$ cat src/rtl/if_fetch_ctrl.sv
// if_fetch_ctrl: single-outstanding instruction fetch sequencer with redirect and stale-response discard
module if_fetch_ctrl #(
  parameter logic [63:0] PC_START = 64'h0000_0000_8000_0000,
  parameter int INST_W = 32
) (
  input  logic              clk,
  input  logic              rst,
  input  logic              redirect_valid,
  input  logic [63:0]       redirect_pc,
  input  logic              stall,
  output logic              imem_req_valid,
  output logic [63:0]       imem_req_addr,
  input  logic              imem_req_ready,
  input  logic              imem_resp_valid,
  input  logic [INST_W-1:0] imem_resp_data,
  input  logic              imem_resp_err,
  output logic              inst_valid,
  output logic [63:0]       inst_pc,
  output logic [INST_W-1:0] inst,
  output logic              fetch_err
);
  typedef enum logic [2:0] {IDLE, REQ, WAIT, DROP, OUT} state_t;
  state_t state_q, state_d;
  logic [63:0] pc_q, pc_d, inst_pc_q, inst_pc_d, tgt;
  logic [INST_W-1:0] inst_q, inst_d;
  logic err_q, err_d;
  assign tgt = redirect_pc & ~64'd3;
  assign imem_req_addr = pc_q;
  assign imem_req_valid = (state_q == REQ) && !redirect_valid;
  assign inst_valid = (state_q == OUT) && !redirect_valid;
  assign inst_pc = inst_pc_q;
  assign inst = inst_q;
  assign fetch_err = err_q;
  // next-state: redirect overrides stall and any same-cycle response; DROP waits out the stale response
  always_comb begin
    state_d = state_q;
    pc_d = pc_q;
    inst_d = inst_q;
    inst_pc_d = inst_pc_q;
    err_d = err_q;
    case (state_q)
      IDLE: state_d = REQ;
      REQ:
        if (redirect_valid) pc_d = tgt;
        else if (imem_req_ready) state_d = WAIT;
      WAIT:
        if (imem_resp_valid && redirect_valid) begin
          pc_d = tgt;
          state_d = REQ;
        end else if (imem_resp_valid) begin
          inst_d = imem_resp_data;
          inst_pc_d = pc_q;
          err_d = imem_resp_err;
          pc_d = pc_q + 64'd4;
          state_d = OUT;
        end else if (redirect_valid) begin
          pc_d = tgt;
          state_d = DROP;
        end
      DROP: begin
        pc_d = redirect_valid ? tgt : pc_q;
        state_d = imem_resp_valid ? REQ : DROP;
      end
      OUT:
        if (redirect_valid) begin
          pc_d = tgt;
          state_d = REQ;
        end else if (!stall) state_d = REQ;
      default: state_d = IDLE;
    endcase
  end
  // state and presented-instruction registers with synchronous reset
  always_ff @(posedge clk) begin
    if (rst) begin
      state_q <= IDLE;
      pc_q <= PC_START;
      inst_q <= '0;
      inst_pc_q <= '0;
      err_q <= 1'b0;
    end else begin
      state_q <= state_d;
      pc_q <= pc_d;
      inst_q <= inst_d;
      inst_pc_q <= inst_pc_d;
      err_q <= err_d;
    end
  end
endmodule
$ cat config.mk
export PLATFORM = sky130hd
export DESIGN_NAME = if_fetch_ctrl
export DESIGN_NICKNAME = d
export VERILOG_FILES = /design/src/rtl/if_fetch_ctrl.sv
export SDC_FILE = /design/constraint.sdc
export NUM_CORES = 1
export LEC_CHECK = 0
export BUFFER_PORTS_ARGS = -buffer_cell sky130_fd_sc_hd__buf_2
export CAP_MARGIN = 20
export CORE_MARGIN = 2
export CORE_UTILIZATION = 46
export DETAILED_ROUTE_END_ITERATION = 10
export PLACE_DENSITY = 0.78
export SYNTH_ARGS = -nofsm -noshare
export SYNTH_HDL_FRONTEND = slang
export SYNTH_SLANG_ARGS = --single-unit
export TNS_END_PERCENT = 5
$ cat constraint.sdc
create_clock -name clk -period 2.1 [get_ports clk]
set_clock_uncertainty 0.1 [all_clocks]
set_input_delay 0.21 -clock clk [delete_from_list [all_inputs] [get_ports clk]]
set_output_delay 0.21 -clock clk [all_outputs]
set_load 0.02 [all_outputs]
After elaboration in Yosys (flattened, before gate mapping)
Index checks and enable logic that the tools add are counted.

word-level totals
  bits in registers = 164
  input port bits = 103
  logic and storage cells = 37

cells by class
  $add $sub $neg = 1
  eq/ne operators = 8
  mux-type cells = 13
  bitwise logic cells = 1
  reduce and logical (&&, ||, !) cells = 9

operators by type and width
  operator                                                                count
  64-bit two-way mux                                                      3
  64-bit case mux with 2 select lines                                     1
  64-bit by 3-bit adder with 64-bit output (second input constant)        1
  3-bit two-way mux                                                       7
  3-bit case mux with 5 select lines                                      1
  3-bit by 2-bit equality test with 1-bit output (second input constant)  2
  2-bit != test (second input constant)                                   2
  4-bit != test (second input constant)                                   1
  4-bit AND reduction                                                     1
  3-bit by 1-bit equality test with 1-bit output (second input constant)  1
  3-bit equality test (second input constant)                             1
  1-bit logical AND                                                       3
  3-bit zero test                                                         1
  3-bit != test (second input constant)                                   1
  3-bit AND reduction                                                     1
  3-bit OR reduction                                                      1
  2-bit two-way mux                                                       1
  2-bit nonzero test                                                      1
  1-bit zero test                                                         1
  1-bit NOT                                                               1

Longest topological paths before layout
Gate-level depths: netlist of the first run.

  depth in word-level cells = 4
  gate-level depth with buffers = 8

Worst setup path after synthesis of the first run
No wires, ideal clock.

  path kind = register to register
  from = reg pc_q[12] (netlist: imem_req_addr[12])
  to = reg pc_q[53] (netlist: imem_req_addr[53])
  library setup time = 122 ps
  data arrival time = 2010 ps
  required time = 1878 ps
  slack = -132 ps
  cell stages (with the launch flop) = 8
  cells stage by stage = dfxtp_1 clkbuf_2 nand3_1 or4_4 buf_6 nor4_4 a21oi_1 a311o_1

between the ends
  word-level cells in the longest chain between the ends = 4

RTL lines
  what                                      RTL line  RTL
  start, declared                           24        logic [63:0] pc_q, pc_d, inst_pc_q, inst_pc_d, tgt;
  start signal, assigned                    82        pc_q <= pc_d;
  64-bit by 3-bit adder with 64-bit output  54        pc_d = pc_q + 64'd4;
  64-bit two-way mux                        50        end else if (imem_resp_valid) begin
  64-bit two-way mux                        47        if (imem_resp_valid && redirect_valid) begin
  64-bit case mux with 2 select lines       41        case (state_q)

No other way between the ends.
A chain may end at the register's enable or synchronous reset.

Final worst setup path of the first run
  from = reg pc_q[2] (netlist: imem_req_addr[2])
  to = reg pc_q[56] (netlist: imem_req_addr[56])

Same word-level chain as after synthesis.

==> results of run 1 <==
## worst min-delay path by stage
| stage | start | end | slack [ns] | depth (start not counted) |
|---|---|---|---|---|
| finish | redirect_pc[52] | imem_req_addr[52]$_SDFFE_PP0P_ | 0.004 | 3 |
| global route | redirect_pc[63] | imem_req_addr[63]$_SDFFE_PP0P_ | 0.02 | 3 |
| CTS | redirect_pc[52] | imem_req_addr[52]$_SDFFE_PP0P_ | 0.001 | 3 |
| detailed placement | inst[0]$_SDFFE_PP0P_ | inst[0]$_SDFFE_PP0P_ | 0.34 | 2 |
| global placement | inst[2]$_SDFFE_PP0P_ | inst[2]$_SDFFE_PP0P_ | 0.34 | 2 |
| floorplan | imem_resp_err | fetch_err$_SDFFE_PP0P_ | 0.25 | 2 |
## sequential cells by signal, indices dropped and copies added (netlist names)
name	count
imem_req_addr	64
inst_pc	64
inst	32
state_q	3
fetch_err	1
## routing by layer
metal | share of wire, % | vias to the layer above | GRT usage (%)
met5 | 0 | - | 0
met3 | 10 | 88 | 6.66
li1 | - | 4623 | -
met4 | 3.6 | 0 | 15.3
met2 | 48 | 573 | 53.9
met1 | 39 | 4657 | 38.3
## cell usage after synthesis (8+ instances only)
| cell | number | share of area [%] |
|---|---|---|
| a21oi_1 | 131 | 8.0 |
| a22oi_1 | 26 | 2.4 |
| a31oi_1 | 8 | 0.61 |
| and2_1 | 9 | 0.68 |
| and3_1 | 15 | 1.1 |
| and4_1 | 10 | 1.1 |
| buf_2 | 12 | 0.73 |
| clkbuf_1 | 59 | 2.7 |
| dfxtp_1 | 164 | 40 |
| inv_1 | 12 | 0.55 |
| mux2i_1 | 11 | 1.3 |
| nand2_1 | 237 | 11 |
| nand3_1 | 49 | 3.0 |
| nand4_1 | 21 | 1.6 |
| nor2_1 | 45 | 2.0 |
| nor3_1 | 27 | 1.6 |
| nor4_1 | 12 | 0.91 |
| o211ai_1 | 11 | 1.0 |
| o21ai_0 | 22 | 1.3 |
| o221ai_1 | 9 | 0.96 |
| o22ai_1 | 13 | 0.99 |
| or3_1 | 20 | 1.5 |
## tightest hold or removal path: stages
cell      delay [ns]
buf_2           0.08
a22oi_1         0.07
o211ai_1        0.14
## final cells by class
cell class	count	area [um^2]	area share [%]
well taps	225	282	2.40
clock buffers	17	425	3.63
flip-flops and latches	164	3310	28.2
clock inverters	15	215	1.84
inverters	12	45.0	0.384
diodes	2	5.00	0.0427
repair buffers	447	2890	24.6
multi-input cells	797	4550	38.8
## cells by family (layout without fill, tap and decap cells)
kind of cell / count (synthesis) / after routing / synth area share [%]
mux: 12 / 12 / 1.47
flops: 164 / 164 / 39.8
compound gates: 288 / 288 / 22.7
simple gates: 495 / 495 / 29.8
buf+inv: 100 / 491 / 6.01
other cells: 0 / 2 / 0
xor+xnor: 1 / 1 / 0.106
fa+ha+maj: 1 / 1 / 0.152
## repair_timing
item / CTS / global route
gates resized for setup: 3 / 25
endpoints found under the setup margin: 2 / 39
hold endpoints to repair: 52 / 0
pin swaps: 0 / 1
hold buffers: 52 / 0
## metrics by stage
step	total power, mW	setup WS, ns	hold WS (ns)	util, %
2_1_floorplan	5.00	-0.0413	0.246	-
3_3_place_gp	6.04	0.0362	0.338	60.1
3_5_place_dp	6.09	-0.000299	0.343	60.1
4_1_cts	9.60	0.00843	0.00113	66.8
5_1_grt	10.0	-0.0662	0.0157	67.3
6_report	9.66	0.00194	0.00420	67.3
## power by group
part | leakage [nW] | internal (mW) | switching (mW)
combinational | 3.22 | 1.04 | 1.57
sequential | 1.34 | 3.33 | 0.253
clock | 0.310 | 2.03 | 1.43
==> flow_summary.ini, run 1 <==
[sta]
worst_pin_slew_ns = 0.788
hold_viol = 0
finalCritPeriodShare_pct = 99.9
setup_tns_ns = 0
fmax_mhz = 477
grt_setup_unrepaired = true
slew_viol_final = 0
slew_headroom_pct = 47.5
period_minus_slack_ns = 2.10
setup_viol = 0

[final_layout]
drive_gt1_share_pct = 33.5
final_cells = 1679
final_common_cell = buf_2
area_growth_syn_to_layout_pct = 42.2
final_cell_mix = 262 x buf_2, 236 x nand2_1, 150 x dfxtp_1, 130 x a21oi_1, 127 x buf_4
fin_area_mm2 = 0.0117
finalNetCount = 1543
fillers = 1425

[drt]
via_count = 9941
vias_per_cell = 5.92
ant_nets = 0
wl_mm = 31.5
wire_per_inst_um = 18.7
drtIter0Drc = 1061
drc_errors = 0
dr.pass1.iters = 6

[worst_setup_path]
r2r_slack_ns = 0.002
crit_end = imem_req_addr[56]$_SDFFE_PP0P_
crit_start = imem_req_addr[2]$_SDFFE_PP0P_
r2r-start = imem_req_addr[2]$_SDFFE_PP0P_
worstPathMaxFanout = 6
path_class = flip-flop to flip-flop
crit_cells = 6
slowest_stage = or4_1
cpPeakStageDelay_ns = 0.56
critPathCaptureType = flip-flop
r2r_end = imem_req_addr[56]$_SDFFE_PP0P_
reg2regPathDepth = 6
startpoint_type = flip-flop
crit_buf_inv = 0
cp_cell_sequence = ha_1 -> and3_1 -> and4_2 -> nand3_2 -> or4_1 -> nand3_1
arrival_ns = 2.36
cpLargestDelayFamily = simple AND/OR/NAND/NOR gates
cp.required_ns = 2.36

[global_routing]
track_usage_pct = 31.8
grt_max_degree = 75
grt_first_pass_wirelength_mm = 47.4
gr-total-overflow = 0
antenna_found_initial = 1
grt_pass1_vias = 9260

[cts]
clockRootBuffer = clkbuf_16
clk_path_buf_depth = 2
cts_setup_buffers = 0
ctsHtreeMaxLevel = 4
cts_inserted_buffers = 17
cts_sinks = 164
path_clk_slew_ns = 0.07
insertion_delay_ns = 0.43
cts_tree = yes

[placement]
dp.cells = 1593
gp_congestion = 0.923
place_area_mm2 = 0.0105
port_buffers = 263
post-dp-hpwl_mm = 21.7

[power_and_ir_drop]
ir_drop_mv = 0.598
p_leak_nw = 4.87
powerDensity_mw_per_mm2 = 824

[synth]
synth_edf_count = 0
synth_area_per_cell_um2 = 7.77
yosysWarnings = 0
syn_area_mm2 = 0.00824
synth_seq_area_share_pct = 39.8
syn_nets = 1165
synthCells = 1061
yosysUniqueCellTypes = 83
synth_seq_cells = 164
async_flop_share_pct = 0
synthFlopType = dfxtp_1

[die]
initial_core_util_pct = 47.3
ioPinCount = 266
coreArea_mm2 = 0.0174
die_y_um = 138
die-area_mm2 = 0.0190
die_w_um = 138
rows = 48

[run_status]
status = finished, final reports clean

[flow_run]
cap_violations = 0

[min_path]
min-delay-path-class = input port to flip-flop
No activity file was read; power rests on OpenSTA's default activity.
==> inputs of run 2 (changes only) <==
PLACE_DENSITY = not set   (was 0.78)
PLACE_DENSITY_LB_ADDON = 0.15   (was not set)
SLEW_MARGIN = 20   (was not set)
==> run 2 against run 1 <==
Net effect: clock power fell by 7.8%; critical path type unchanged; cell area is essentially flat; global-route usage down 1.3 points; utilization decreased by 0.057 points; critical endpoint is now imem_req_addr[35]$_SDFFE_PP0P_; combinational power hardly changed; non-clock buffer count shrank 2; critical path depth did not move.
==> flow_summary.ini, run 2 (synthesis gave the netlist of run 1 again) <==
[run_status]
status = finished, final reports clean

[drt]
ant_nets = 0
wl_mm = 29.7
via_count = 9647
wire_per_inst_um = 17.7
drc_errors = 0
drtIter0Drc = 842
dr.pass1.iters = 5
vias_per_cell = 5.76

[global_routing]
track_usage_pct = 30.5
grt_first_pass_wirelength_mm = 45.5
grt_pass1_vias = 8779
gr-total-overflow = 0
antenna_found_initial = 0
grt_max_degree = 61

[final_layout]
ff_latch_area_mm2 = 0.00331
area_growth_syn_to_layout_pct = 42.1
drive_gt1_share_pct = 34.0
fillers = 1533
antenna_cells = 0
final_common_cell = buf_2
finalNetCount = 1541
final_cell_mix = 262 x buf_2, 236 x nand2_1, 146 x dfxtp_1, 130 x a21oi_1, 128 x buf_4
multi_input_area_mm2 = 0.00458

[placement]
post-dp-hpwl_mm = 20.7
gp_congestion = 0.895
port_buffers = 263
place_ws_ns = 0.0255

[power_and_ir_drop]
pwr-share-seq_pct = 38.2
p_sw_share_pct = 33.7
net-switching-power_mw = 3.15
p_leak_nw = 4.86
p_int_mw = 6.20
comb_power_share_pct = 27.7
clkPwrFrac_pct = 34.1
total_power_mw = 9.34
powerDensity_mw_per_mm2 = 798
ir_drop_mv = 0.611

[sta]
slew_viol_final = 0
worst_pin_slew_ns = 0.644
hold_viol = 0
setup_ws_ns = 0.0180
setup_tns_ns = 0
grt_setup_unrepaired = true
setup_viol = 0
finalCritPeriodShare_pct = 99.1
period_minus_slack_ns = 2.08
slew_headroom_pct = 57.1
fmax_mhz = 480

[die]
ioPinCount = 266
initial_core_util_pct = 47.3
die-area_mm2 = 0.0190
die_w_um = 138
rows = 48
die_y_um = 138
coreArea_mm2 = 0.0174

[worst_setup_path]
crit_start = imem_req_addr[7]$_SDFFE_PP0P_
slowest_stage = or4_4
r2r_slack_ns = 0.02
critPathCaptureType = flip-flop
path_class = flip-flop to flip-flop
cp.required_ns = 2.32
arrival_ns = 2.30
r2r_end = imem_req_addr[35]$_SDFFE_PP0P_
r2r-start = imem_req_addr[7]$_SDFFE_PP0P_
cp_cell_sequence = nand4_4 -> or4_4 -> nor4_4 -> buf_4 -> a221oi_1 -> o22a_1
startpoint_type = flip-flop
reg2regPathDepth = 6
worstPathMaxFanout = 6
cpPeakStageDelay_ns = 0.62

[cts]
cts_inserted_buffers = 17
cts_sinks = 164
cts_tree = yes
clockRootBuffer = clkbuf_16
path_clk_slew_ns = 0.07
ctsHtreeMaxLevel = 4
clk_path_buf_depth = 2
insertion_delay_ns = 0.43

[min_path]
hold-path-endpoint = imem_req_addr[48]$_SDFFE_PP0P_
min-delay-path-class = input port to flip-flop
worstHoldStart = redirect_pc[48]
hold_path_depth = 3

[flow_run]
cap_violations = 0
[run 2: worst max-delay path by stage]
| stage | cells after the start | slack, ns | end |
|---|---|---|---|
| 2_1_floorplan | 7 | -0.04 | imem_req_addr[59]$_SDFFE_PP0P_ |
| 3_3_place_gp | 6 | 0.03 | imem_req_addr[13]$_SDFFE_PP0P_ |
| 3_5_place_dp | 5 | 0.03 | imem_req_addr[41]$_SDFFE_PP0P_ |
| 4_1_cts | 6 | 0.008 | imem_req_addr[56]$_SDFFE_PP0P_ |
| 5_1_grt | 6 | -0.07 | imem_req_addr[35]$_SDFFE_PP0P_ |
| 6_report | 6 | 0.02 | imem_req_addr[35]$_SDFFE_PP0P_ |
[run 2: metrics by stage]
step           hold slack [ns]  instances  instance area, um^2  util (%)
5_1_grt                 0.0113       1674                11700      67.2
4_1_cts                0.00111       1667                11600      66.3
2_1_floorplan            0.246       1061                 8260         -
6_report               0.00804       1674                11700      67.2
3_3_place_gp             0.338       1588                10500      60.1
3_5_place_dp             0.343       1588                10500      60.1
[run 2: final cells by class]
type                    instances  area share [%]
clock buffers                  19            3.87
clock inverters                12            1.24
inverters                      12           0.385
multi-input cells             797            39.1
flip-flops and latches        164            28.3
well taps                     225            2.40
repair buffers                445            24.7
[run 2: what timing repair did]
item | CTS | global route
setup endpoints to repair | 2 | 43
pin swaps | 0 | 9
hold buffers | 48 | 0
setup buffers | 0 | 7
gates resized for setup | 2 | 35
hold endpoints to repair | 48 | 0
[run 2: critical path: cells and delay by family, from the launching register on]
family | cells | cell delay, ns
AO/OA/AOI/OAI | 2 | 0.23
buffers and inverters | 1 | 0.17
flip-flops | 1 | 0.35
AND/OR/NAND/NOR | 3 | 1.12
[run 2: per-layer routing]
metal  vias to the layer above  global-route usage (%)  share of wire [%]
met1                      4459                    38.2                 41
met3                        68                    5.11                7.7
met5                         -                       0                  0
li1                       4625                       -                  -
met4                         0                    12.8                3.1
met2                       495                    51.6                 48
[run 2: power groups by stage]
stage	Clock (mW)	Sequential, mW	Combinational (mW)
floorplan	0	3.88	1.12
global placement	0	3.61	2.44
detailed placement	0	3.61	2.46
CTS	3.23	3.55	2.54
global route	3.39	3.59	2.77
finish	3.19	3.57	2.58
